$ cat src/rtl/lrsc_pkg.sv
// Shared types and constants for the LR/SC reservation tracker.
package lrsc_pkg;

  typedef enum logic [1:0] {
    ST_IDLE = 2'd0,
    ST_HELD = 2'd1,
    ST_OPEN = 2'd2
  } lrsc_state_e;

  localparam int unsigned DEF_ADDR_W    = 48;
  localparam int unsigned DEF_GRAN_BITS = 6;
  localparam int unsigned DEF_TIMEOUT   = 80;
  localparam int unsigned DEF_HOLD      = 16;

  // Granule tag of a zero-extended address; callers compare whole results.
  function automatic logic [63:0] granule_tag(input logic [63:0] addr, input int unsigned gran_bits);
    return addr >> gran_bits;
  endfunction

endpackage

$ cat src/rtl/lrsc_event_gen_if.sv
// Request/response, probe, flush and difftest event signals of lrsc_event_gen.
interface lrsc_event_gen_if #(
  parameter int unsigned ADDR_W = 48
);
  logic              req_valid;
  logic              req_ready;
  logic              req_is_lr;
  logic              req_is_sc;
  logic [ADDR_W-1:0] req_addr;
  logic              resp_valid;
  logic              resp_sc_fail;
  logic              inv_valid;
  logic              inv_ready;
  logic [ADDR_W-1:0] inv_addr;
  logic              flush;
  logic [7:0]        coreid;
  logic              evt_valid;
  logic              evt_success;
  logic [7:0]        evt_coreid;

  modport master (
    output req_valid, req_is_lr, req_is_sc, req_addr, inv_valid, inv_addr, flush, coreid,
    input  req_ready, resp_valid, resp_sc_fail, inv_ready, evt_valid, evt_success, evt_coreid
  );

  modport slave (
    input  req_valid, req_is_lr, req_is_sc, req_addr, inv_valid, inv_addr, flush, coreid,
    output req_ready, resp_valid, resp_sc_fail, inv_ready, evt_valid, evt_success, evt_coreid
  );
endinterface

$ cat src/rtl/lrsc_timer.sv
// Loadable down-counter tracking reservation lifetime and the probe-refusal window.
module lrsc_timer #(
  parameter int unsigned TIMEOUT = 80,
  parameter int unsigned HOLD    = 16
) (
  input  logic clock,
  input  logic reset,
  input  logic load,
  input  logic clear,
  output logic expired,
  output logic held
);
  localparam int unsigned CW = $clog2(TIMEOUT + 1);

  logic [CW-1:0] count_r;

  // Count register: clear wins over load, otherwise saturate at zero.
  always_ff @(posedge clock or posedge reset) begin
    if (reset) begin
      count_r <= {CW{1'b0}};
    end else if (clear) begin
      count_r <= {CW{1'b0}};
    end else if (load) begin
      count_r <= CW'(TIMEOUT);
    end else if (count_r != {CW{1'b0}}) begin
      count_r <= count_r - {{(CW-1){1'b0}}, 1'b1};
    end else begin
      count_r <= count_r;
    end
  end

  assign expired = (count_r == {CW{1'b0}});
  assign held    = (count_r > CW'(TIMEOUT - HOLD));

endmodule

$ cat src/rtl/lrsc_event_gen.sv
// LR/SC reservation tracker resolving SC outcome and producing the difftest LR/SC event.
// Define DIFFTEST_LRSC_EN to build the event registers; otherwise io.evt_* are tied low.
module lrsc_event_gen
  import lrsc_pkg::*;
#(
  parameter int unsigned ADDR_W    = DEF_ADDR_W,
  parameter int unsigned GRAN_BITS = DEF_GRAN_BITS,
  parameter int unsigned TIMEOUT   = DEF_TIMEOUT,
  parameter int unsigned HOLD      = DEF_HOLD
) (
  input logic             clock,
  input logic             reset,
  lrsc_event_gen_if.slave io
);
  localparam int unsigned TAG_W = ADDR_W - GRAN_BITS;

  logic [TAG_W-1:0] tag_r;
  logic             req_ready_r;
  logic             resp_valid_r;
  logic             resp_sc_fail_r;
  logic             expired_s;
  logic             held_s;
  lrsc_state_e      state_s;
  logic             inv_ready_s;
  logic             resv_valid_s;
  logic             lr_acc_s;
  logic             sc_acc_s;
  logic             inv_hit_s;
  logic             sc_hit_s;
  logic             kill_s;
  logic             sc_ok_s;
  logic             timer_load_s;
  logic             timer_clear_s;

  lrsc_timer #(
    .TIMEOUT (TIMEOUT),
    .HOLD    (HOLD)
  ) u_timer (
    .clock   (clock),
    .reset   (reset),
    .load    (timer_load_s),
    .clear   (timer_clear_s),
    .expired (expired_s),
    .held    (held_s)
  );

  // Reservation state is decoded from the lifetime counter.
  always_comb begin
    state_s = ST_IDLE;
    if (expired_s) begin
      state_s = ST_IDLE;
    end else if (held_s) begin
      state_s = ST_HELD;
    end else begin
      state_s = ST_OPEN;
    end
  end

  // Acceptance, match and priority resolution: flush > matching probe > LR.
  always_comb begin
    resv_valid_s  = 1'b0;
    inv_ready_s   = 1'b1;
    lr_acc_s      = 1'b0;
    sc_acc_s      = 1'b0;
    inv_hit_s     = 1'b0;
    sc_hit_s      = 1'b0;
    kill_s        = 1'b0;
    sc_ok_s       = 1'b0;
    timer_load_s  = 1'b0;
    timer_clear_s = 1'b0;
    case (state_s)
      ST_IDLE: begin
        resv_valid_s = 1'b0;
        inv_ready_s  = 1'b1;
      end
      ST_HELD: begin
        resv_valid_s = 1'b1;
        inv_ready_s  = 1'b0;
      end
      ST_OPEN: begin
        resv_valid_s = 1'b1;
        inv_ready_s  = 1'b1;
      end
      default: begin
        resv_valid_s = 1'b0;
        inv_ready_s  = 1'b1;
      end
    endcase
    lr_acc_s  = io.req_valid & req_ready_r & io.req_is_lr & ~io.req_is_sc;
    sc_acc_s  = io.req_valid & req_ready_r & io.req_is_sc & ~io.req_is_lr;
    inv_hit_s = io.inv_valid & inv_ready_s & resv_valid_s &
                (64'(tag_r) == granule_tag(64'(io.inv_addr), GRAN_BITS));
    sc_hit_s  = resv_valid_s & (64'(tag_r) == granule_tag(64'(io.req_addr), GRAN_BITS));
    kill_s        = io.flush | inv_hit_s;
    sc_ok_s       = sc_acc_s & sc_hit_s & ~kill_s;
    timer_clear_s = kill_s | sc_acc_s;
    timer_load_s  = lr_acc_s & ~kill_s;
  end

  // Reservation tag and request-ready registers.
  always_ff @(posedge clock or posedge reset) begin
    if (reset) begin
      tag_r       <= {TAG_W{1'b0}};
      req_ready_r <= 1'b0;
    end else begin
      req_ready_r <= 1'b1;
      if (timer_load_s) begin
        tag_r <= io.req_addr[ADDR_W-1:GRAN_BITS];
      end else begin
        tag_r <= tag_r;
      end
    end
  end

  // SC response pulse, one cycle after acceptance.
  always_ff @(posedge clock or posedge reset) begin
    if (reset) begin
      resp_valid_r   <= 1'b0;
      resp_sc_fail_r <= 1'b0;
    end else begin
      resp_valid_r   <= sc_acc_s;
      resp_sc_fail_r <= sc_acc_s & ~sc_ok_s;
    end
  end

  assign io.req_ready    = req_ready_r;
  assign io.resp_valid   = resp_valid_r;
  assign io.resp_sc_fail = resp_sc_fail_r;
  assign io.inv_ready    = inv_ready_s;

`ifdef DIFFTEST_LRSC_EN
  logic       evt_valid_r;
  logic       evt_success_r;
  logic [7:0] evt_coreid_r;

  // Difftest event registers; core id captured at SC acceptance.
  always_ff @(posedge clock or posedge reset) begin
    if (reset) begin
      evt_valid_r   <= 1'b0;
      evt_success_r <= 1'b0;
      evt_coreid_r  <= 8'h00;
    end else begin
      evt_valid_r   <= sc_acc_s;
      evt_success_r <= sc_ok_s;
      if (sc_acc_s) begin
        evt_coreid_r <= io.coreid;
      end else begin
        evt_coreid_r <= evt_coreid_r;
      end
    end
  end

  assign io.evt_valid   = evt_valid_r;
  assign io.evt_success = evt_success_r;
  assign io.evt_coreid  = evt_coreid_r;
`else
  logic unused_coreid_s;
  assign unused_coreid_s = ^io.coreid;
  assign io.evt_valid    = 1'b0;
  assign io.evt_success  = 1'b0;
  assign io.evt_coreid   = 8'h00;
`endif

endmodule
$ cat src/flat_wrapper.sv
// flat-port wrapper written by rule: the top's interface ports become plain ports
module lrsc_event_gen_flat import lrsc_pkg::*;
#(
  parameter int unsigned ADDR_W    = DEF_ADDR_W,
  parameter int unsigned GRAN_BITS = DEF_GRAN_BITS,
  parameter int unsigned TIMEOUT   = DEF_TIMEOUT,
  parameter int unsigned HOLD      = DEF_HOLD
)
  (clock, reset, io_req_valid, io_req_is_lr, io_req_is_sc, io_req_addr, io_inv_valid, io_inv_addr, io_flush, io_coreid, io_req_ready, io_resp_valid, io_resp_sc_fail, io_inv_ready, io_evt_valid, io_evt_success, io_evt_coreid);
  lrsc_event_gen_if #(.ADDR_W(ADDR_W)) io_i ();
  input logic clock;
  input logic reset;
  input wire logic [$bits(io_i.req_valid)-1:0] io_req_valid;
  input wire logic [$bits(io_i.req_is_lr)-1:0] io_req_is_lr;
  input wire logic [$bits(io_i.req_is_sc)-1:0] io_req_is_sc;
  input wire logic [$bits(io_i.req_addr)-1:0] io_req_addr;
  input wire logic [$bits(io_i.inv_valid)-1:0] io_inv_valid;
  input wire logic [$bits(io_i.inv_addr)-1:0] io_inv_addr;
  input wire logic [$bits(io_i.flush)-1:0] io_flush;
  input wire logic [$bits(io_i.coreid)-1:0] io_coreid;
  output wire logic [$bits(io_i.req_ready)-1:0] io_req_ready;
  output wire logic [$bits(io_i.resp_valid)-1:0] io_resp_valid;
  output wire logic [$bits(io_i.resp_sc_fail)-1:0] io_resp_sc_fail;
  output wire logic [$bits(io_i.inv_ready)-1:0] io_inv_ready;
  output wire logic [$bits(io_i.evt_valid)-1:0] io_evt_valid;
  output wire logic [$bits(io_i.evt_success)-1:0] io_evt_success;
  output wire logic [$bits(io_i.evt_coreid)-1:0] io_evt_coreid;
  assign io_i.req_valid = io_req_valid;
  assign io_i.req_is_lr = io_req_is_lr;
  assign io_i.req_is_sc = io_req_is_sc;
  assign io_i.req_addr = io_req_addr;
  assign io_i.inv_valid = io_inv_valid;
  assign io_i.inv_addr = io_inv_addr;
  assign io_i.flush = io_flush;
  assign io_i.coreid = io_coreid;
  assign io_req_ready = io_i.req_ready;
  assign io_resp_valid = io_i.resp_valid;
  assign io_resp_sc_fail = io_i.resp_sc_fail;
  assign io_inv_ready = io_i.inv_ready;
  assign io_evt_valid = io_i.evt_valid;
  assign io_evt_success = io_i.evt_success;
  assign io_evt_coreid = io_i.evt_coreid;
  lrsc_event_gen #(.ADDR_W(ADDR_W), .GRAN_BITS(GRAN_BITS), .TIMEOUT(TIMEOUT), .HOLD(HOLD)) u_core (.clock(clock), .reset(reset), .io(io_i));
endmodule
$ cat config.mk
export PLATFORM = sky130hd
export DESIGN_NAME = lrsc_event_gen_flat
export DESIGN_NICKNAME = d
export VERILOG_FILES = /design/src/rtl/lrsc_pkg.sv /design/src/rtl/lrsc_event_gen_if.sv /design/src/rtl/lrsc_timer.sv /design/src/rtl/lrsc_event_gen.sv /design/src/flat_wrapper.sv
export SDC_FILE = /design/constraint.sdc
export NUM_CORES = 1
export LEC_CHECK = 0
export BUFFER_PORTS_ARGS = -buffer_cell sky130_fd_sc_hd__buf_2
export CAP_MARGIN = 10
export CORE_ASPECT_RATIO = 2
export CORE_UTILIZATION = 52
export CTS_CLUSTER_SIZE = 30
export DETAILED_ROUTE_END_ITERATION = 8
export HOLD_SLACK_MARGIN = 0.03
export PLACE_DENSITY = 0.8
export SLEW_MARGIN = 20
export SYNTH_ARGS = -nofsm -noshare
export SYNTH_HDL_FRONTEND = slang
export SYNTH_HIERARCHICAL = 1
export SYNTH_SLANG_ARGS = --single-unit
$ cat constraint.sdc
create_clock -name clock -period 4.25 [get_ports clock]
set_input_delay 1.275 -clock clock [delete_from_list [all_inputs] [get_ports clock]]
set_output_delay 1.275 -clock clock [all_outputs]
set_load 0.005 [all_outputs]
==> results of run 1 <==
## kinds of logic after synthesis
logic type / synth area share [%]
adders and majority gates: 0.599
DFF: 31.1
and+or+nand+nor: 26.7
buffers and inverters: 8.29
AOI/OAI and AO/OA: 15.9
other: 0.180
xor gates and xnor gates: 17.2
## per-stage QoR
stage               power (W)  setup slack [ns]  utilization [%]  instance area [um^2]
finish                0.00190             0.780             61.4                  4730
global route          0.00201             0.674             61.4                  4730
CTS                   0.00190             0.811             61.4                  4730
detailed placement    0.00149             0.508             59.6                  4600
global placement      0.00146             0.573             59.6                  4600
floorplan             0.00127              1.08                -                  4210
## routing by layer
layer | GRT usage [%] | up-vias | wire length (um)
met4 | 30.4 | 0 | 1220
met1 | 36.6 | 2022 | 4570
met2 | 52.6 | 239 | 6680
met3 | 4.96 | 65 | 879
met5 | 0 | - | 0
li1 | - | 1883 | -
## layout by cell type (no fill, tap or decap), types with 2 or more instances in the layout
cell,synthesis,layout
a22oi_1,39,39
a22oi_2,2,2
and2_1,41,41
and4b_1,2,2
buf_2,4,94
buf_4,11,10
clkbuf_16,0,5
conb_1,2,11
dfrtp_1,52,52
ha_1,2,2
inv_1,7,6
nand2b_1,3,3
nand3_1,44,44
nand4_1,63,63
nor2_1,6,6
nor2b_1,3,3
nor3b_1,2,2
nor4_1,2,2
nor4_4,0,2
o211ai_1,2,2
o21ai_0,20,20
o21ai_1,24,24
o41ai_1,2,2
or3_1,6,6
or4_1,2,2
xnor2_1,82,82
## flip-flops by register name, summed over array words and instances, names as in the netlist
register and cells:
u_core/io.req_ready 1, u_core/io.resp_sc_fail 1, u_core/tag_r 42, u_core/io.resp_valid 1, u_core/u_timer/count_r 7
## area by class of cell
| type | count | area share, % |
|---|---|---|
| Multi-Input combinational cell | 379 | 54.7 |
| Clock inverter | 1 | 0.106 |
| Tap cell | 94 | 2.48 |
| Inverter | 7 | 0.555 |
| Sequential cell | 52 | 27.5 |
| Timing Repair Buffer | 105 | 11.9 |
| Clock buffer | 6 | 2.72 |
## power groups by stage
stage	logic (W)	registers (W)	clock network [W]
2_1_floorplan	0.000513	0.000757	0
3_3_place_gp	0.000673	0.000783	0
3_5_place_dp	0.000698	0.000795	0
4_1_cts	0.000704	0.000787	0.000408
5_1_grt	0.000769	0.000811	0.000427
6_report	0.000707	0.000794	0.000402
## worst paths after layout
check                                                           start                               endpoint  slack [ns]  cells after the start
worst min register to register  u_core/u_timer/count_r[2]$_DFFE_PP0P_  u_core/u_timer/count_r[3]$_DFFE_PP0P_        0.58                      1
min in group asynchronous                                       reset  u_core/u_timer/count_r[1]$_DFFE_PP0P_        0.92                      2
worst max register to register  u_core/u_timer/count_r[0]$_DFFE_PP0P_  u_core/u_timer/count_r[3]$_DFFE_PP0P_        1.04                     11
worst min-delay path            u_core/u_timer/count_r[2]$_DFFE_PP0P_  u_core/u_timer/count_r[3]$_DFFE_PP0P_        0.58                      1
worst max-delay path                                  io_inv_addr[35]  u_core/u_timer/count_r[3]$_DFFE_PP0P_        0.78                      8
max in group asynchronous                                       reset            u_core/tag_r[2]$_DFFE_PP0P_        2.49                      3
## critical path, stage by stage
cell and delay [ns]:
buf_2 0.10, xnor2_1 0.35, nand4_1 0.23, or4_1 0.71, nor3_4 0.23, nor2_1 0.13, or3_1 0.37, o41ai_1 0.25
==> flow_summary.toml, run 1 <==
[yosys]
synthFlopType = "dfrtp_1"
syn_inst = 474
ys_warn_count = 6
ys_ff_latch = 52
synth_area_leaders = "dfrtp_1, xnor2_1, nand4_1"
synth_top_cell_area_share_pct = 31.1
synth_area_um2 = 4180
syn_avg_cell_area_um2 = 8.82
yosysTopAreaCell = "dfrtp_1"
synthDistinctLibCells = 45
yosys.cell_count.top_type = "xnor2_1"
synthTopCellsByCount = "xnor2_1, nand4_1, dfrtp_1"
synth_seq_area_share_pct = 31.1
ys_async_sr_fraction_pct = 100
synth_edf_count = 0

[floorplan]
die_area_um2 = 8420
core_area_um2 = 7710
die_y_um = 129
num_rows = 45
die_x_um = 65.4
io_pins = 125
initial_core_util_pct = 54.2

[power]
cellLeakagePower_nw = 1.94
power_frac_comb_pct = 37.2
power.density_nw_per_um2 = 402
seqPwrFrac_pct = 41.7
p_int_w = 0.00119
switching_power_w = 0.000708
p_sw_share_pct = 37.2
p_clk_share_pct = 21.1
max-vdd-ir-drop_mv = 0.229

[layout]
drive_gt1_share_pct = 22.2
area_growth_pct = 13.2
multi_input_area_um2 = 2590
register_area_um2 = 1300
fill_cells = 688
antenna_cells = 0
fin_nets = 663
final_cell_count_no_fill = 644

[clock_network]
postCtsSetupBuffers = 0
cts_tree = "done"
clkTransAtPathRegs_ns = 0.06
clockBufferDepth = 2
cts_hold_buf = 0
htreeDepth = 2
cts_root_buf = "clkbuf_16"
cts_sinks = 52
cts_buffers = 5
post_cts_resized = 0
clk_latency_ns = 0.30

[timing]
setup_viol = 0
worst_pin_slew_ns = 0.677
post-route-min-period_ns = 3.47
grt_setup_unrepaired = "false"
hold_viol = 0
skew_ns = 0.0121
slew_headroom_pct = 54.5
finalSetupTns_ns = 0
clock.fmax_mhz = 288
hold-worst-slack_ns = 0.577
period_share_pct = 81.6
finalMaxSlewViolations = 0

[critical_path]
cp_data_required_time_ns = 4.43
worstSetupPathType = "in -> reg"
worstPathArrival_ns = 3.65
end_kind = "flip-flop"
cp-start-kind = "input pin"
crit_path_max_fanout = 6

[global_routing]
grt_remaining_overflow = 0
grt_pass1_vias = 4171
grt_max_degree = 43
grt_pass1_wl_mm = 20.8
grt_util_all_layers_pct = 33.0
antenna_found_initial = 0

[detailed_routing]
wl_per_cell_um = 20.7
drcViolationCount = 0
wirelength_mm = 13.3
antenna_left = 0
viasPerCell = 6.54
dr.pass1.iters = 4
vias = 4209
drtIter0Drc = 350

[run_status]
outcome = "completed"

[worst_hold_path]
min_path_type = "reg -> reg"

[place]
hpwlAfterDp_mm = 9.46
dp_cells = 637
place_congestion = 0.877
portBuffers = 94

[run]
cap_violations = 0
Power figures use the tool's default switching activity.
==> inputs of run 2 (changes only) <==
Settings changed: ABC_AREA set to 1, PLACE_DENSITY 0.8 to 0.82.
Clock period 4.25 ns to 3.45 ns, I/O delays scaled along.
==> flow_summary.toml, run 2 <==
[power]
power_frac_comb_pct = 37.2
cellLeakagePower_nw = 2.61
seqPwrFrac_pct = 37.0
p_sw_share_pct = 38.1
p_int_w = 0.00146
total_power_w = 0.00235
p_clk_share_pct = 25.7
switching_power_w = 0.000896
power.density_nw_per_um2 = 517
max-vdd-ir-drop_mv = 0.391

[timing]
period_share_pct = 77.3
post-route-min-period_ns = 2.67
setup_viol = 0
skew_ns = 0.00263
clock.fmax_mhz = 375
hold_viol = 0
finalSetupTns_ns = 0
worst_pin_slew_ns = 0.791
slew_headroom_pct = 47.0
hold-worst-slack_ns = 0.476
finalMaxSlewViolations = 0
grt_setup_unrepaired = "false"

[critical_path]
worstSetupPathType = "reg -> reg"
cp_data_required_time_ns = 3.68
crit_path_max_fanout = 36
worstPathArrival_ns = 2.89
cp-start-kind = "flip-flop"
end_kind = "flip-flop"

[place]
place_congestion = 0.895
dp_cells = 778
hpwlAfterDp_mm = 8.47
portBuffers = 94

[clock_network]
clockBufferDepth = 2
htreeDepth = 2
post_cts_resized = 0
cts_hold_buf = 0
postCtsSetupBuffers = 0
cts_buffers = 5
clk_latency_ns = 0.29
cts_sinks = 52
cts_root_buf = "clkbuf_16"
cts_tree = "done"
clkTransAtPathRegs_ns = 0.07

[yosys]
synth_area_leaders = "dfrtp_1, nand2_1, nand4_1"
synthFlopType = "dfrtp_1"
synth_seq_area_share_pct = 33.6
synth_area_um2 = 3870
synthDistinctLibCells = 30
syn_inst = 603
ys_ff_latch = 52
yosys.cell_count.top_type = "nand2_1"
ys_warn_count = 6
synthTopCellsByCount = "nand2_1, inv_1, nor2_1"
yosysTopAreaCell = "dfrtp_1"
synth_edf_count = 0
ys_async_sr_fraction_pct = 100
syn_avg_cell_area_um2 = 6.42
synth_top_cell_area_share_pct = 33.6

[layout]
final_cell_count_no_fill = 786
final_cell_mix = "nand2_1, buf_2, inv_1"
multi_input_area_um2 = 2110
antenna_cells = 0
fin_nets = 806
drive_gt1_share_pct = 19.9
fill_cells = 702
final_common_cell = "nand2_1"
register_area_um2 = 1300
top_register = "u_core/tag_r"
top_regs = "u_core/tag_r: 42 flops, u_core/u_timer/count_r: 7 flops"
largest_reg_flops = 42
area_growth_pct = 17.5

[global_routing]
grt_remaining_overflow = 0
grt_pass1_vias = 3891
grt_max_degree = 43
grt_pass1_wl_mm = 17.6
antenna_found_initial = 0
grt_util_all_layers_pct = 29.5

[floorplan]
die_area_um2 = 7820
die_x_um = 63.0
initial_core_util_pct = 53.7
num_rows = 44
io_pins = 125
core_area_um2 = 7210
die_y_um = 124

[detailed_routing]
viasPerCell = 5.17
antenna_left = 0
dr.pass1.iters = 5
drcViolationCount = 0
wl_per_cell_um = 14.0
wirelength_mm = 11.0
drtIter0Drc = 224
vias = 4060

[run]
cap_violations = 0

[run_status]
outcome = "completed"

[worst_hold_path]
min_path_type = "reg -> reg"
[run 2: changes by cell type in the layout (fill, tap and decap cells not counted), sizes merged, moves of 16 or more]
cell   change
a22oi     -41
and2      -41
inv       +76
nand2    +246
nand3     -37
nor2      +63
o21ai     -16
xnor2     -66
[run 2: critical path, stage by stage (launching register included)]
cell     delay, ns
dfrtp_1       0.41
inv_1         0.13
ha_1          0.22
nand2_4       0.09
nor2_8        0.18
inv_1         0.05
nand2_1       0.07
nand2_1       0.05
nor2_1        0.09
nand2_1       0.07
nor2_1        0.16
nand2_1       0.08
nor2_1        0.11
nand2_2       0.12
nand3_4       0.14
buf_4         0.39
nand2_1       0.11
nand2_1       0.09
[run 2: path summary, 6_finish.rpt]
path | startpoint | slack [ns] | cells after the start | end
max | u_core/u_timer/count_r[0]$_DFFE_PP0P_ | 0.78 | 17 | u_core/tag_r[12]$_DFFE_PP0P_
min | u_core/tag_r[25]$_DFFE_PP0P_ | 0.48 | 2 | u_core/tag_r[25]$_DFFE_PP0P_
max reg2reg | u_core/u_timer/count_r[0]$_DFFE_PP0P_ | 0.78 | 17 | u_core/tag_r[12]$_DFFE_PP0P_
min reg2reg | u_core/tag_r[25]$_DFFE_PP0P_ | 0.48 | 2 | u_core/tag_r[25]$_DFFE_PP0P_
max in group asynchronous | reset | 2.04 | 3 | u_core/tag_r[12]$_DFFE_PP0P_
min in group asynchronous | reset | 0.69 | 2 | u_core/u_timer/count_r[3]$_DFFE_PP0P_
[run 2: kinds of logic (layout without fill, tap and decap cells)]
logic type / Yosys count / count (layout) / share of synthesized area, %
AOI/OAI and AO/OA: 33 / 33 / 4.68
adders and majority gates: 2 / 2 / 0.646
xor gates and xnor gates: 21 / 21 / 4.75
other: 2 / 11 / 0.194
buffers and inverters: 113 / 195 / 12.8
and+or+nand+nor: 380 / 380 / 43.3
DFF: 52 / 52 / 33.6
[run 2: final cells by class]
cell class              count  share of cell area (%)
well taps                  92                    2.53
clock inverters             1                   0.660
inverters                  87                    7.17
flip-flops and latches     52                    28.6
clock buffers               7                    3.35
multi-input cells         447                    46.4
repair buffers            100                    11.3
[run 2: layer usage]
metal | global-route usage, % | vias up | routed length [um]
met5 | 0 | - | 0
met4 | 18.6 | 0 | 604
met3 | 3.85 | 36 | 650
met2 | 56.0 | 174 | 6070
met1 | 29.8 | 1830 | 3710
li1 | - | 2020 | -
[run 2: power groups by stage]
stage	clock network [W]	logic, W	registers [W]
floorplan	0	0.000651	0.000848
global placement	0	0.000840	0.000869
detailed placement	0	0.000870	0.000879
CTS	0.000614	0.000876	0.000869
global route	0.000636	0.000988	0.000888
finish	0.000605	0.000876	0.000872
[run 2: through the flow]
step / worst slack [ns] / util, % / instance area (um^2)
3_5_place_dp: 0.617 / 60.6 / 4370
4_1_cts: 0.772 / 63.1 / 4550
6_report: 0.785 / 63.1 / 4550
5_1_grt: 0.584 / 63.1 / 4550
2_1_floorplan: 0.946 / - / 3910
3_3_place_gp: 0.697 / 60.6 / 4370
==> inputs of run 3 (changes only) <==
Settings changed: CORE_UTILIZATION 52 to 47, PLACE_DENSITY 0.82 to 0.78.
Clock period 3.45 ns to 2.4 ns, I/O delays scaled along.
==> flow_summary.toml, run 3 (synthesized netlist as in run 2, its figures left out) <==
[timing]
hold_viol = 0
clock.fmax_mhz = 436
worst_pin_slew_ns = 0.650
finalWorstSetupSlack_ns = 0.108
slew_headroom_pct = 56.4
post-route-min-period_ns = 2.29
finalMaxSlewViolations = 0
grt_setup_unrepaired = "true"
setup_viol = 0
period_share_pct = 95.5
hold-worst-slack_ns = 0.372
skew_ns = 0.00576
finalSetupTns_ns = 0

[clock_network]
cts_hold_buf = 0
clockBufferDepth = 2
clk_latency_ns = 0.29
cts_tree = "done"
cts_sinks = 52
cts_buffers = 5
clkTransAtPathRegs_ns = 0.07
cts_root_buf = "clkbuf_16"
htreeDepth = 2

[place]
place_congestion = 0.933
post-place-ws_ns = 0.0169
hpwlAfterDp_mm = 9.14
portBuffers = 94
dp_cells = 792

[detailed_routing]
drtIter0Drc = 202
viasPerCell = 5.09
antenna_left = 0
vias = 4075
wl_per_cell_um = 14.6
wirelength_mm = 11.7
drcViolationCount = 0
dr.pass1.iters = 5

[critical_path]
crit_path_max_fanout = 5
timing.rr.end = "u_core/u_timer/count_r[6]$_DFFE_PP0P_"
r2r_cells = 20
worstPathCellList = "nor2_4 -> nand2_4 -> inv_4 -> nand2_2 -> nand2_1 -> inv_1 -> nand2_2 -> nand2_1 -> nor2_1 -> nand2_1 -> nor2_2 -> nand2_1 -> nor2_2 -> nand2_2 -> nand3_4 -> clkinvlp_4 -> nor2_8 -> nand2_4 -> nand2_2 -> nor2_1"
worstPathArrival_ns = 2.48
reg2reg_setup_slack_ns = 0.11
end_kind = "flip-flop"
cp-start-kind = "flip-flop"
r2r-start = "u_core/u_timer/count_r[2]$_DFFE_PP0P_"
worstSetupPathType = "reg -> reg"
cp_slowest_cell = "dfrtp_1"
slowest_delay_ns = 0.43
cp_data_required_time_ns = 2.59

[floorplan]
num_rows = 46
die_y_um = 130
die_area_um2 = 8630
initial_core_util_pct = 48.8
core_area_um2 = 7940
io_pins = 125
die_x_um = 66.2

[power]
p_int_w = 0.00202
max-vdd-ir-drop_mv = 0.495
p_clk_share_pct = 22.3
total_power_w = 0.00334
switching_power_w = 0.00132
p_sw_share_pct = 39.6
power.density_nw_per_um2 = 719
cellLeakagePower_nw = 2.64
power_frac_comb_pct = 40.1
seqPwrFrac_pct = 37.6

[layout]
largest_reg_flops = 42
area_growth_pct = 20.1
antenna_cells = 0
top_register = "u_core/tag_r"
top_regs = "u_core/tag_r: 42 flops, u_core/u_timer/count_r: 7 flops"
fill_cells = 796
drive_gt1_share_pct = 22.1
final_cell_count_no_fill = 801
fin_nets = 817
final_common_cell = "nand2_1"
final_cell_mix = "nand2_1, buf_2, inv_1"

[global_routing]
antenna_found_initial = 0
grt_pass1_vias = 4003
grt_pass1_wl_mm = 18.5
grt_max_degree = 34
grt_util_all_layers_pct = 28.8
grt_remaining_overflow = 0

[worst_hold_path]
min_path_type = "in -> async"

[run_status]
outcome = "completed"

[run]
cap_violations = 0
-- run 3: metal layers --
layer / track usage [%] / up-vias / wire length (um) / part of all wire [%]
met4: 18.8 / 0 / 719 / 6.1
met1: 30.1 / 1821 / 4150 / 35
met5: 0 / - / 0 / 0
li1: - / 2038 / - / -
met3: 3.56 / 40 / 638 / 5.4
met2: 52.3 / 176 / 6210 / 53
-- run 3: critical path, delay by kind of cell, from the launching register on --
kind,cells,cell delay [ns]
and+or+nand+nor,17,1.48
buffers and inverters,3,0.28
DFF,1,0.43
-- run 3: final cells by class --
type / instances / area (um^2) / area share [%]
Inverter: 87 / 333 / 7.16
Multi-Input combinational cell: 447 / 2140 / 46.0
Clock buffer: 8 / 146 / 3.15
Sequential cell: 52 / 1300 / 28.0
Tap cell: 96 / 120 / 2.58
Timing Repair Buffer: 111 / 611 / 13.1
-- run 3: how the worst max path moves through the flow --
stage,cells after the start,start,end
after floorplan,22,u_core/u_timer/count_r[0]$_DFFE_PP0P_,u_core/u_timer/count_r[1]$_DFFE_PP0P_
after global placement,21,u_core/u_timer/count_r[0]$_DFFE_PP0P_,u_core/u_timer/count_r[6]$_DFFE_PP0P_
after detailed placement,21,u_core/u_timer/count_r[0]$_DFFE_PP0P_,u_core/u_timer/count_r[6]$_DFFE_PP0P_
after CTS,20,u_core/u_timer/count_r[0]$_DFFE_PP0P_,u_core/u_timer/count_r[1]$_DFFE_PP0P_
after global routing,20,u_core/u_timer/count_r[2]$_DFFE_PP0P_,u_core/u_timer/count_r[4]$_DFFE_PP0P_
final,20,u_core/u_timer/count_r[2]$_DFFE_PP0P_,u_core/u_timer/count_r[6]$_DFFE_PP0P_
-- run 3: power by group through the flow --
stage          registers [W]  clock network [W]  logic, W
6_report             0.00126           0.000745   0.00134
5_1_grt              0.00128           0.000791   0.00151
4_1_cts              0.00125           0.000753   0.00130
3_5_place_dp         0.00127                  0   0.00129
3_3_place_gp         0.00125                  0   0.00125
2_1_floorplan        0.00122                  0  0.000936
-- run 3: repair_timing --
action                     in CTS  in global routing
resized for setup               1                 10
setup endpoints to repair       2                 40
setup buffers                   0                  1
pin swaps                       0                 10
-- run 3: through the flow --
step,cell area (um^2),util (%)
after floorplan,3910,-
after global placement,4460,56.2
after detailed placement,4460,56.2
after CTS,4610,58.1
after global routing,4650,58.6
final,4650,58.6
